<file path="src/rtl/qspi_flash_ctrl.sv">
// qspi_flash_ctrl -- quad-SPI flash read sequencer.
//
// Turns word read requests from the core memory bus into a complete
// quad-mode flash read: command byte, 24-bit address, dummy beats and
// 32 data bits. Each phase is one nibble per beat over a valid/ready
// interface to the downstream nibble shifter. The returned nibbles are
// assembled into a little-endian 32-bit word. The block also owns chip
// select framing, including the minimum deselect time between reads.
// Writes are not supported by the flash path: they are acknowledged and
// otherwise dropped.
//
// Ports:
//   clock      system clock
//   reset      asynchronous, active-low reset
//   qspi_in    core request  (mem_valid, mem_addr, mem_wdata, mem_wstrb)
//   qspi_out   core response (mem_rdata, mem_ready)
//   phy_valid  nibble beat offered to the shifter
//   phy_ready  shifter accepts / completes the current beat
//   phy_oe     1 = drive phy_dout onto DQ, 0 = sample DQ into phy_din
//   phy_dout   nibble to drive
//   phy_din    nibble sampled from DQ (meaningful on beats with phy_oe = 0)
//   phy_cs     flash chip select, active-low

package qspi_flash_pkg;

    typedef struct packed {
        logic        mem_valid;
        logic [31:0] mem_addr;
        logic [31:0] mem_wdata;
        logic [3:0]  mem_wstrb;
    } mem_in_type;

    typedef struct packed {
        logic [31:0] mem_rdata;
        logic        mem_ready;
    } mem_out_type;

endpackage

module qspi_flash_ctrl
    import qspi_flash_pkg::*;
#(
    parameter logic [7:0] READ_CMD = 8'hEB,
    parameter int         DUMMY    = 4,     // dummy beats, 0..15
    parameter int         CS_HIGH  = 2      // min deselect cycles, 1..255
) (
    input  logic        clock,
    input  logic        reset,
    input  mem_in_type  qspi_in,
    output mem_out_type qspi_out,
    output logic        phy_valid,
    input  logic        phy_ready,
    output logic        phy_oe,
    output logic [3:0]  phy_dout,
    input  logic [3:0]  phy_din,
    output logic        phy_cs
);

    localparam logic [2:0] ST_IDLE  = 3'd0;
    localparam logic [2:0] ST_CMD   = 3'd1;
    localparam logic [2:0] ST_ADDR  = 3'd2;
    localparam logic [2:0] ST_DUMMY = 3'd3;
    localparam logic [2:0] ST_DATA  = 3'd4;
    localparam logic [2:0] ST_DONE  = 3'd5;

    // Last counter value of each phase before moving on.
    localparam logic [7:0] CMD_LAST   = 8'd1;
    localparam logic [7:0] ADDR_LAST  = 8'd5;
    localparam logic [7:0] DUMMY_LAST = 8'((DUMMY > 0) ? DUMMY - 1 : 0);
    localparam logic [7:0] DATA_LAST  = 8'd7;
    localparam logic [7:0] DONE_LAST  = 8'(CS_HIGH - 1);

    // After the address phase, skip the dummy phase entirely when it is empty.
    localparam logic [2:0] AFTER_ADDR = (DUMMY == 0) ? ST_DATA : ST_DUMMY;

    logic [2:0]  state_reg, state_next;
    logic [7:0]  cnt_reg, cnt_next;
    logic [23:0] addr_reg, addr_next;     // shifts left one nibble per address beat
    logic [31:0] data_reg, data_next;
    logic [31:0] rdata_reg, rdata_next;
    logic        ready_reg, ready_next;

    logic        beat;
    logic [31:0] capture_word;

    // Only a 24-bit word-aligned address reaches the flash, and write data is
    // never used because writes are dropped.
    logic unused_in;
    assign unused_in = ^{qspi_in.mem_wdata, qspi_in.mem_addr[31:24], qspi_in.mem_addr[1:0]};

    assign beat = phy_valid & phy_ready;

    // Data beat k lands in nibble slot k^1. Even beats are the high nibble of
    // byte k/2 and odd beats the low nibble, so bytes assemble little-endian.
    genvar gi;
    generate
        for (gi = 0; gi < 8; gi++) begin : g_nib
            localparam logic [2:0] BEAT_IDX = 3'(gi ^ 1);
            assign capture_word[4*gi +: 4] = (cnt_reg[2:0] == BEAT_IDX) ? phy_din
                                                                         : data_reg[4*gi +: 4];
        end
    endgenerate

    always_comb begin
        state_next = state_reg;
        cnt_next   = cnt_reg;
        addr_next  = addr_reg;
        data_next  = data_reg;
        rdata_next = rdata_reg;
        ready_next = 1'b0;

        case (state_reg)
            ST_IDLE: begin
                // ready_reg still high means the write acknowledged last
                // cycle is still being presented; do not take it twice.
                if (qspi_in.mem_valid && !ready_reg) begin
                    if (qspi_in.mem_wstrb == 4'h0) begin
                        addr_next  = {qspi_in.mem_addr[23:2], 2'b00};
                        state_next = ST_CMD;
                        cnt_next   = 8'd0;
                    end else begin
                        ready_next = 1'b1;
                    end
                end
            end
            ST_CMD: begin
                if (beat) begin
                    if (cnt_reg == CMD_LAST) begin
                        state_next = ST_ADDR;
                        cnt_next   = 8'd0;
                    end else begin
                        cnt_next = cnt_reg + 8'd1;
                    end
                end
            end
            ST_ADDR: begin
                if (beat) begin
                    addr_next = {addr_reg[19:0], 4'h0};
                    if (cnt_reg == ADDR_LAST) begin
                        state_next = AFTER_ADDR;
                        cnt_next   = 8'd0;
                    end else begin
                        cnt_next = cnt_reg + 8'd1;
                    end
                end
            end
            ST_DUMMY: begin
                if (beat) begin
                    if (cnt_reg == DUMMY_LAST) begin
                        state_next = ST_DATA;
                        cnt_next   = 8'd0;
                    end else begin
                        cnt_next = cnt_reg + 8'd1;
                    end
                end
            end
            ST_DATA: begin
                if (beat) begin
                    data_next = capture_word;
                    if (cnt_reg == DATA_LAST) begin
                        // Publish the word including the final nibble so the
                        // response is valid in the first DONE cycle.
                        rdata_next = capture_word;
                        ready_next = 1'b1;
                        state_next = ST_DONE;
                        cnt_next   = 8'd0;
                    end else begin
                        cnt_next = cnt_reg + 8'd1;
                    end
                end
            end
            ST_DONE: begin
                if (cnt_reg == DONE_LAST) begin
                    state_next = ST_IDLE;
                    cnt_next   = 8'd0;
                end else begin
                    cnt_next = cnt_reg + 8'd1;
                end
            end
            default: begin
                state_next = ST_IDLE;
                cnt_next   = 8'd0;
            end
        endcase
    end

    always_ff @(posedge clock or negedge reset) begin
        if (!reset) begin
            state_reg <= ST_IDLE;
            cnt_reg   <= 8'd0;
            addr_reg  <= 24'd0;
            data_reg  <= 32'd0;
            rdata_reg <= 32'd0;
            ready_reg <= 1'b0;
        end else begin
            state_reg <= state_next;
            cnt_reg   <= cnt_next;
            addr_reg  <= addr_next;
            data_reg  <= data_next;
            rdata_reg <= rdata_next;
            ready_reg <= ready_next;
        end
    end

    // PHY controls decode straight from registered state. They only change
    // on a beat edge, so they hold steady through phy_ready stalls.
    always_comb begin
        phy_valid = 1'b0;
        phy_oe    = 1'b1;
        phy_dout  = 4'h0;
        case (state_reg)
            ST_CMD: begin
                phy_valid = 1'b1;
                phy_dout  = cnt_reg[0] ? READ_CMD[3:0] : READ_CMD[7:4];
            end
            ST_ADDR: begin
                phy_valid = 1'b1;
                phy_dout  = addr_reg[23:20];
            end
            ST_DUMMY, ST_DATA: begin
                phy_valid = 1'b1;
                phy_oe    = 1'b0;
            end
            default: begin
                phy_valid = 1'b0;
            end
        endcase
    end

    // Chip select is low exactly while beats are on offer, which keeps it
    // continuously low from the first command beat to the last data beat.
    assign phy_cs = ~phy_valid;

    assign qspi_out.mem_ready = ready_reg;
    assign qspi_out.mem_rdata = rdata_reg;

endmodule

</file>
<file path="config.mk">
export PLATFORM = sky130hd
export DESIGN_NAME = qspi_flash_ctrl
export DESIGN_NICKNAME = d
export VERILOG_FILES = /design/src/rtl/qspi_flash_ctrl.sv
export SDC_FILE = /design/constraint.sdc
export NUM_CORES = 1
export LEC_CHECK = 0
export BUFFER_PORTS_ARGS = -buffer_cell sky130_fd_sc_hd__buf_2
export CAP_MARGIN = 20
export CORE_AREA = 5 5 108 110
export DETAILED_ROUTE_END_ITERATION = 16
export DIE_AREA = 0 0 113 115
export PLACE_DENSITY = 0.64
export SKIP_CTS_REPAIR_TIMING = 1
export SYNTH_ARGS = -nofsm -noshare
export SYNTH_HDL_FRONTEND = slang
export SYNTH_SLANG_ARGS = --single-unit
</file>
<file path="constraint.sdc">
create_clock -name clock -period 3.57 [get_ports clock]
set_input_delay 0.714 -clock clock [delete_from_list [all_inputs] [get_ports clock]]
set_output_delay 0.714 -clock clock [all_outputs]
set_load 0.01 [all_outputs]
</file>
* Word-level counts from Yosys, hierarchy flattened
Index checks and enable logic that the tools add are counted.
Storage, ports and cells: bits in registers 100, output and inout port bits 40, logic and storage cells 93
Cells by class: mux-type cells 44, bitwise logic cells 2, equal/unequal tests 27, add/sub/neg operators 1, reductions and logical operators 13
Operators by type and width (count):
- $mux 8 | 10
- $mux 24 | 3
- $pmux 24 s2 | 1
- $pmux 8 s6 | 1
- $mux 3 | 12
- $mux 4 | 8
- $ne 2x2->1 const B | 11
- $eq 3x3->1 const B | 6
- $pmux 3 s6 | 1
- $eq 8x3->1 const B | 2
- $eq 3x2->1 const B | 4
- $reduce_and 11->1 | 1
- $add 8x1->8 const B | 1
- $eq 8x1->1 const B | 1
- $eq 8x2->1 const B | 1
- $pmux 4 s2 | 1
- $eq 3x1->1 const B | 2
- $logic_not 3->1 | 2
- $mux 1 | 6
- $reduce_and 6->1 | 1
- $logic_not 4->1 | 1
- $reduce_and 4->1 | 1
- $reduce_or 4->1 | 1
- $reduce_and 3->1 | 1
- 8 further kinds | 8

* Logic depth before layout (Yosys ltp)
Gate-level depths: netlist of the first run.
word-level depth 6, mapped depth 8, depth with buffers taken out 6

* Worst setup path after synthesis of the first run
OpenSTA, ideal clock, no wires.
kind input port to flip-flop, start point input qspi_in[1] (netlist name), end point register cnt_reg[5], arrival 2.319 ns, library setup time 0.126 ns, buffers on the path 1, setup slack 1.125 ns, stages on the path 5, path through or4_1 > o32a_1 > clkbuf_1 > and2_2 > a311o_1
Between the ends: longest elaborated chain between the ends 3
Ends and longest elaborated chain:
- start: declaration | line 49 | input mem_in_type qspi_in,
- $logic_not 4->1 | line 117 | if (qspi_in.mem_wstrb == 4'h0) begin
- $ne 2x2->1 (no line)
- $reduce_and 6->1 (no line)
- end signal: assignment | line 197 | cnt_reg <= cnt_next;
- end: declaration | line 77 | logic [7:0] cnt_reg, cnt_next;
No other way between the ends. A chain may end at the register's enable or synchronous reset.

* Final worst setup path of the first run
start point register state_reg[0], end point register cnt_reg[7]
Between the ends: longest elaborated chain between the ends 6, elaborated cells on any way between the ends 17, classes of those cells 11 x eq/ne; 2 x mux; 1 x bitwise; 3 x reduce/logical
Ends and longest elaborated chain:
- start: declaration | line 76 | logic [2:0] state_reg, state_next;
- start signal: assignment | line 196 | state_reg <= state_next;
- $eq 3x2->1, or another cell as far along | line 112, 211
- $reduce_or 4->1 (no line)
- $mux 1 | line 211 | case (state_reg)
- $and 1x1->1 | line 91 | assign beat = phy_valid & phy_ready;
- $ne 2x2->1 (no line)
- $reduce_and 6->1 (no line)
Parallel ways exist; a longest one is shown, timed or not.

==> results of run 1 <==
## cell type report
type	count	area [sq um]	share of cell area
inverters	6	22.5	0.00424
clock inverters	3	23.8	0.00448
clock buffers	12	155	0.0292
multi-input cells	292	2030	0.382
well taps	140	175	0.0330
flip-flops and latches	98	2450	0.462
repair buffers	80	453	0.0853
## worst paths after layout
| path | startpoint | end | slack (ps) | cells past startpoint |
|---|---|---|---|---|
| max in group asynchronous | reset | rdata_reg[23] | 2620 | 3 |
| setup reg to reg | state_reg[0] | cnt_reg[7] | 950 | 5 |
| min in group clock | addr_reg[21] | addr_reg[21] | 480 | 2 |
| setup / recovery | state_reg[0] | cnt_reg[7] | 950 | 5 |
| hold / removal | reset | rdata_reg[8] | 190 | 1 |
| hold reg to reg | addr_reg[21] | addr_reg[21] | 480 | 2 |
## logic make-up (layout without fill, tap and decap cells)
| family | after synthesis | in the layout | share of synthesized area |
|---|---|---|---|
| DFF | 98 | 98 | 0.534 |
| AOI/OAI and AO/OA | 82 | 82 | 0.114 |
| buffers and inverters | 32 | 101 | 0.0280 |
| xor gates and xnor gates | 1 | 1 | 0.00191 |
| muxes | 84 | 84 | 0.192 |
| adders and majority gates | 6 | 6 | 0.0163 |
| and+or+nand+nor | 119 | 119 | 0.114 |
## routing by layer
metal  vias up  GRT usage  part of all wire
met5         -          0                 0
met4         0     0.0521             0.017
met2        69      0.253              0.48
met1      1543      0.205              0.45
li1       1609          -                 -
met3        14     0.0316             0.050
## placed cells by master (no fill, tap or decap), types with 2 or more instances in the layout
| cell type | netlist | routed |
|---|---|---|
| o21ai_0 | 20 | 20 |
| or2_2 | 2 | 2 |
| mux2_2 | 32 | 32 |
| nand2_1 | 42 | 42 |
| clkinvlp_4 | 0 | 2 |
| inv_1 | 5 | 5 |
| a22oi_1 | 3 | 3 |
| buf_4 | 1 | 6 |
| dfrtp_1 | 98 | 98 |
| o31ai_1 | 2 | 2 |
| clkbuf_8 | 0 | 11 |
| mux2i_1 | 52 | 52 |
| a21oi_1 | 35 | 35 |
| nand3_1 | 9 | 9 |
| ha_1 | 6 | 6 |
| buf_2 | 4 | 72 |
| nor2b_1 | 3 | 3 |
| nor2_1 | 46 | 46 |
| a2111oi_0 | 3 | 3 |
| nand2b_1 | 2 | 2 |
| and2_2 | 2 | 2 |
| and2_1 | 3 | 3 |
| a221o_1 | 2 | 2 |
| or4_1 | 3 | 3 |
| a22o_1 | 5 | 5 |
## power groups by stage
stage / sequential [uW] / clock (uW) / combinational (uW)
after detailed placement: 1640 / 0 / 1200
after floorplan: 1540 / 0 / 958
after global routing: 1660 / 723 / 1340
final: 1620 / 662 / 1190
after CTS: 1620 / 688 / 1200
after global placement: 1620 / 0 / 1170
## per-stage QoR
stage | power [uW] | std cells | worst slack, ps | instance area, sq um | hold WS [ps]
6_report | 3470 | 631 | 952 | 5310 | 194
5_1_grt | 3730 | 631 | 837 | 5310 | 189
4_1_cts | 3510 | 630 | 964 | 5280 | 492
3_5_place_dp | 2840 | 615 | 782 | 5100 | 471
3_3_place_gp | 2790 | 615 | 822 | 5100 | 463
2_1_floorplan | 2490 | 422 | 1120 | 4600 | 418
## worst reg2reg max path, cell delays in order (launching register included)
cell,delay [ps]
dfrtp_1,570
or4b_2,750
o32a_1,490
or4_1,570
nand2_1,80
a22o_1,110
==> run summary, run 1 <==
Status -> finished, final reports clean
Drt initial violations -> 134
Layout area overhead -> 15.5%
Clock root cell -> clkbuf_8
Maximum vdd drop -> 0.314 mV
Fraction of layout cells with a size suffix above 1 -> 0.275
Leakage -> 0.00268 uW
Pins Over Slew Limit -> 0
Via Count -> 3235
First-pass GRT wire length -> 16100 um
Count leader, synth -> dfrtp_1
Pre-antenna DRT Iters -> 4
CP delay by family, top -> simple AND/OR/NAND/NOR gates
Number of clock sinks -> 98
Endpoints failing setup -> 0
Max Root-Sink Buffers -> 2
Crit-path max FO -> 14
RSZ-0062 raised after global routing -> no
Worst slew pin tran -> 556 ps
Sequential fraction of the synthesis area -> 0.534
Fmax -> 382 MHz
Slew margin rel. -> 0.630
Cell Pwr Density -> 655 mW/mm^2
Part of the power in registers -> 0.466
Antenna violations before repair -> 0
Remaining global-route overflow -> 0
Cts bufs inserted -> 9
Global Route Usage Sum -> 0.154
DIE WIDTH -> 113 um
Post-synth net total -> 504
Area leader, netlist -> dfrtp_1
Initial Util -> 0.433
Final ANT Viol Nets -> 0
Largest stage delay on the critical path -> 750 ps
DP Wirelength -> 6610 um
Crit share post-route -> 0.733
Total Neg Setup Slack -> 0 ps
# H-tree levels -> 3
P_int -> 2240 uW
Synth Register Bits -> 98
Critical Path End Type -> flop
Clock Power Share -> 0.191
Worst endpoint required time -> 3870 ps
Cells after synthesis -> 422
Yosys cell types -> 44
Nets@finish -> 569
Critical Path, Cell by Cell -> or4b_2 -> o32a_1 -> or4_1 -> nand2_1 -> a22o_1
Mapped Area -> 0.00460 sq mm
Area contributors post-synth -> dfrtp_1 53%, mux2i_1 11%, mux2_2 7.8%, a21oi_1 3.8%, nor2_1 3.8%
CP max stage cell -> or4b_2
Final Hold Violating Endpoints -> 0
Die Ht -> 115 um
Layout Utilization -> 0.501
IO Port Bufs -> 73
Ports -> 116
Layout Skew -> 10.8 ps
Data arrival, critical path -> 2920 ps
Via density -> 5.13
Full die area -> 0.0130 sq mm
Critical path class -> reg2reg
Asr flop ratio synth -> 1.00
Ant diodes -> 0
Syn avg cell area -> 10.9 sq um
# rows -> 38
Buf+Inv Stages, Crit Path -> 0
Fill cells -> 942
Comb pwr share -> 0.343
Hold WC Path Type -> in2async
Largest net degree at the start of global routing -> 87
Synth warnings -> 0
Number of flops mapped to enable cells by yosys -> 0
GPL Wtd Cong -> 0.813
CTS tree -> done
Primary FF master, synth -> dfrtp_1
Sw Pwr -> 1230 uW
Routed WL -> 9520 um
Total of max-cap violations -> 0
Setup crit start kind -> flop
Vias in the first global route -> 3319
Synth top cells by count -> 98 x dfrtp_1, 52 x mux2i_1, 46 x nor2_1, 42 x nand2_1, 35 x a21oi_1
# DRC -> 0
Clock transition at path regs -> 90 ps
Wire length per cell -> 15.1 um
Switching Share -> 0.355
Core Area -> 0.0106 sq mm
Clock latency on the worst-skew pair -> 350 ps
Min Tclk post-route -> 2620 ps
Top cell type's share of synthesized area -> 0.534
Power figures use the tool's default switching activity.
==> run 2: changes to the inputs <==
--- a/config.mk
+++ b/config.mk
@@ -5,12 +5,13 @@
 export SDC_FILE = /design/constraint.sdc
 export NUM_CORES = 1
 export LEC_CHECK = 0
+export ABC_AREA = 1
 export BUFFER_PORTS_ARGS = -buffer_cell sky130_fd_sc_hd__buf_2
 export CAP_MARGIN = 20
-export CORE_AREA = 5 5 108 110
+export CORE_AREA = 5 5 109 111
 export DETAILED_ROUTE_END_ITERATION = 16
-export DIE_AREA = 0 0 113 115
-export PLACE_DENSITY = 0.64
+export DIE_AREA = 0 0 114 116
+export PLACE_DENSITY = 0.67
 export SKIP_CTS_REPAIR_TIMING = 1
 export SYNTH_ARGS = -nofsm -noshare
 export SYNTH_HDL_FRONTEND = slang
==> constraint.sdc (replaced) <==
create_clock -name clock -period 2.4 [get_ports clock]
set_input_delay 0.48 -clock clock [delete_from_list [all_inputs] [get_ports clock]]
set_output_delay 0.48 -clock clock [all_outputs]
set_load 0.01 [all_outputs]
==> run 2 against run 1 <==
Cell count is 24% higher. Register-to-register slack got worse by 420 ps. Die area increased by 1.8%. Clock skew fell by 2.8 ps. Sequential share of layout area shrank 1.7 points. Worst setup slack got worse by 750 ps. Total power is 71% higher. Core utilization grew 1.4 points. Area after synthesis increased by 3.8%. Clock power is 92% higher. Sequential power rose by 49%. Largest power group unchanged.
==> run summary, run 2 <==
Status -> finished, final reports clean
Layout Skew -> 8.08 ps
Via Count -> 3846
Commonest non-fill, non-tap cells in the layout -> 165 x nand2_1, 98 x dfrtp_1, 72 x buf_2
Critical Path End Type -> output port
Ant diodes -> 0
Total of max-cap violations -> 0
Primary FF master, synth -> dfrtp_1
CTS tree -> done
Synth top cells by count -> 165 x nand2_1, 98 x dfrtp_1, 68 x o21ai_0, 52 x inv_1, 36 x nor2_1
Crit share post-route -> 0.915
Setup crit start kind -> flop
Global Route Usage Sum -> 0.161
Endpoints failing setup -> 0
Cell Pwr Density -> 1080 mW/mm^2
Area leader, netlist -> dfrtp_1
# DRC -> 0
DIE WIDTH -> 114 um
Fraction of layout cells with a size suffix above 1 -> 0.188
Wire length per cell -> 12.5 um
Yosys cell types -> 28
Pins Over Slew Limit -> 0
Number of flops mapped to enable cells by yosys -> 0
Total Neg Setup Slack -> 0 ps
Final ANT Viol Nets -> 0
# H-tree levels -> 3
Post-synth net total -> 652
First-pass GRT wire length -> 17400 um
Pwr Total -> 5930 uW
Pre-antenna DRT Iters -> 4
RSZ-0062 raised after global routing -> no
Antenna violations before repair -> 0
Vias in the first global route -> 3757
Min Tclk post-route -> 2200 ps
Synth warnings -> 0
Syn avg cell area -> 8.37 sq um
Asr flop ratio synth -> 1.00
Cts bufs inserted -> 9
Via density -> 4.92
Max Root-Sink Buffers -> 2
IO Port Bufs -> 73
Hold WC Path Type -> in2async
Ports -> 116
# rows -> 38
Worst slew pin tran -> 580 ps
Most common cell after layout, fill and taps aside -> nand2_1
Cells after synthesis -> 570
Maximum vdd drop -> 0.803 mV
Die Ht -> 116 um
Core Area -> 0.0107 sq mm
Clock latency on the worst-skew pair -> 370 ps
Mapped Area -> 0.00477 sq mm
Fmax -> 456 MHz
Sequential fraction of the synthesis area -> 0.514
Worst endpoint required time -> 1920 ps
Remaining global-route overflow -> 0
Nets@finish -> 719
Top cell type's share of synthesized area -> 0.514
Drt initial violations -> 211
Leakage -> 0.00283 uW
Data arrival, critical path -> 1720 ps
Worst Reg-to-Reg Cells -> 9
Largest net degree at the start of global routing -> 65
Fill cells -> 1043
Count leader, synth -> nand2_1
GPL Wtd Cong -> 0.805
DP Wirelength -> 7000 um
Layout area overhead -> 15.5%
Final Hold Violating Endpoints -> 0
Routed WL -> 9780 um
Initial Util -> 0.446
Number of clock sinks -> 98
Clock transition at path regs -> 100 ps
Full die area -> 0.0132 sq mm
Clock root cell -> clkbuf_8
Area contributors post-synth -> dfrtp_1 51%, nand2_1 13%, o21ai_0 7.1%, inv_1 4.1%, o21a_1 3.8%
Crit-path max FO -> 23
Critical path class -> reg2out
Synth Register Bits -> 98
Slew margin rel. -> 0.613
==> run 2: cell types whose count changed after synthesis, moves of 14 or more <==
cell	delta
nand2_1	+123
mux2i_1	-52
o21ai_0	+48
inv_1	+47
mux2_2	-32
o21a_1	+24
nand3_1	+15
clkbuf_1	-14
==> run 2: cell families (layout without fill, tap and decap cells) <==
group                    count (synthesis)  count (layout)  synth area share
AO/OA/AOI/OAI                          135             135             0.158
XOR/XNOR                                 3               3           0.00551
adder cells (fa/ha/maj)                  6               6            0.0157
buffers and inverters                   80             152            0.0745
flip-flops                              98              98             0.514
multiplexers                             8               8            0.0252
AND/OR/NAND/NOR                        240             240             0.206
==> run 2: area by class of cell <==
type	count	area (sq um)	share of cell area
clock buffer	10	128	0.0232
tap	140	175	0.0318
sequential	98	2450	0.445
multi-input combinational	392	1970	0.357
inverter	56	215	0.0391
clock inverter	6	114	0.0207
timing repair buffer	80	458	0.0831
==> run 2: metrics by stage <==
step                cell area [sq um]   util  instances  worst slack, ps  hold slack (ps)
global route                     5510  0.515        782             20.8             95.7
finish                           5510  0.515        782              205             71.1
global placement                 5260  0.492        766              522              462
floorplan                        4770      -        570              626              184
CTS                              5510  0.515        782              107             69.2
detailed placement               5260  0.492        766              529              468
==> run 2: final timing paths <==
path                               start       endpoint  slack (ps)
setup / recovery            state_reg[2]    phy_dout[0]         200
hold / removal                     reset  rdata_reg[31]          70
setup reg to reg              cnt_reg[0]   state_reg[1]         530
hold reg to reg            rdata_reg[20]  rdata_reg[20]         490
max in group asynchronous          reset    addr_reg[9]        1690
min in group clock           qspi_in[39]    addr_reg[3]         340
==> run 2: critical path: stages (launching register included) <==
cell	delay [ps]
dfrtp_1	430
inv_2	130
nand2_1	100
nor2_4	210
inv_4	140
o22ai_1	170
buf_2	170
==> run 2: power by group <==
part           internal, uW  total (uW)  leakage (uW)  switching, uW
combinational           812        2230       0.00146           1420
sequential             2160        2420       0.00125            263
clock                   696        1270      0.000113            578
total                  3660        5930       0.00283           2260
==> run 2: routing by layer <==
metal | up-vias | share of wire | GRT usage
met1 | 1790 | 0.48 | 0.222
met4 | 0 | 0.011 | 0.0523
met2 | 84 | 0.46 | 0.258
met3 | 8 | 0.049 | 0.0313
met5 | - | 0 | 0
li1 | 1964 | - | -
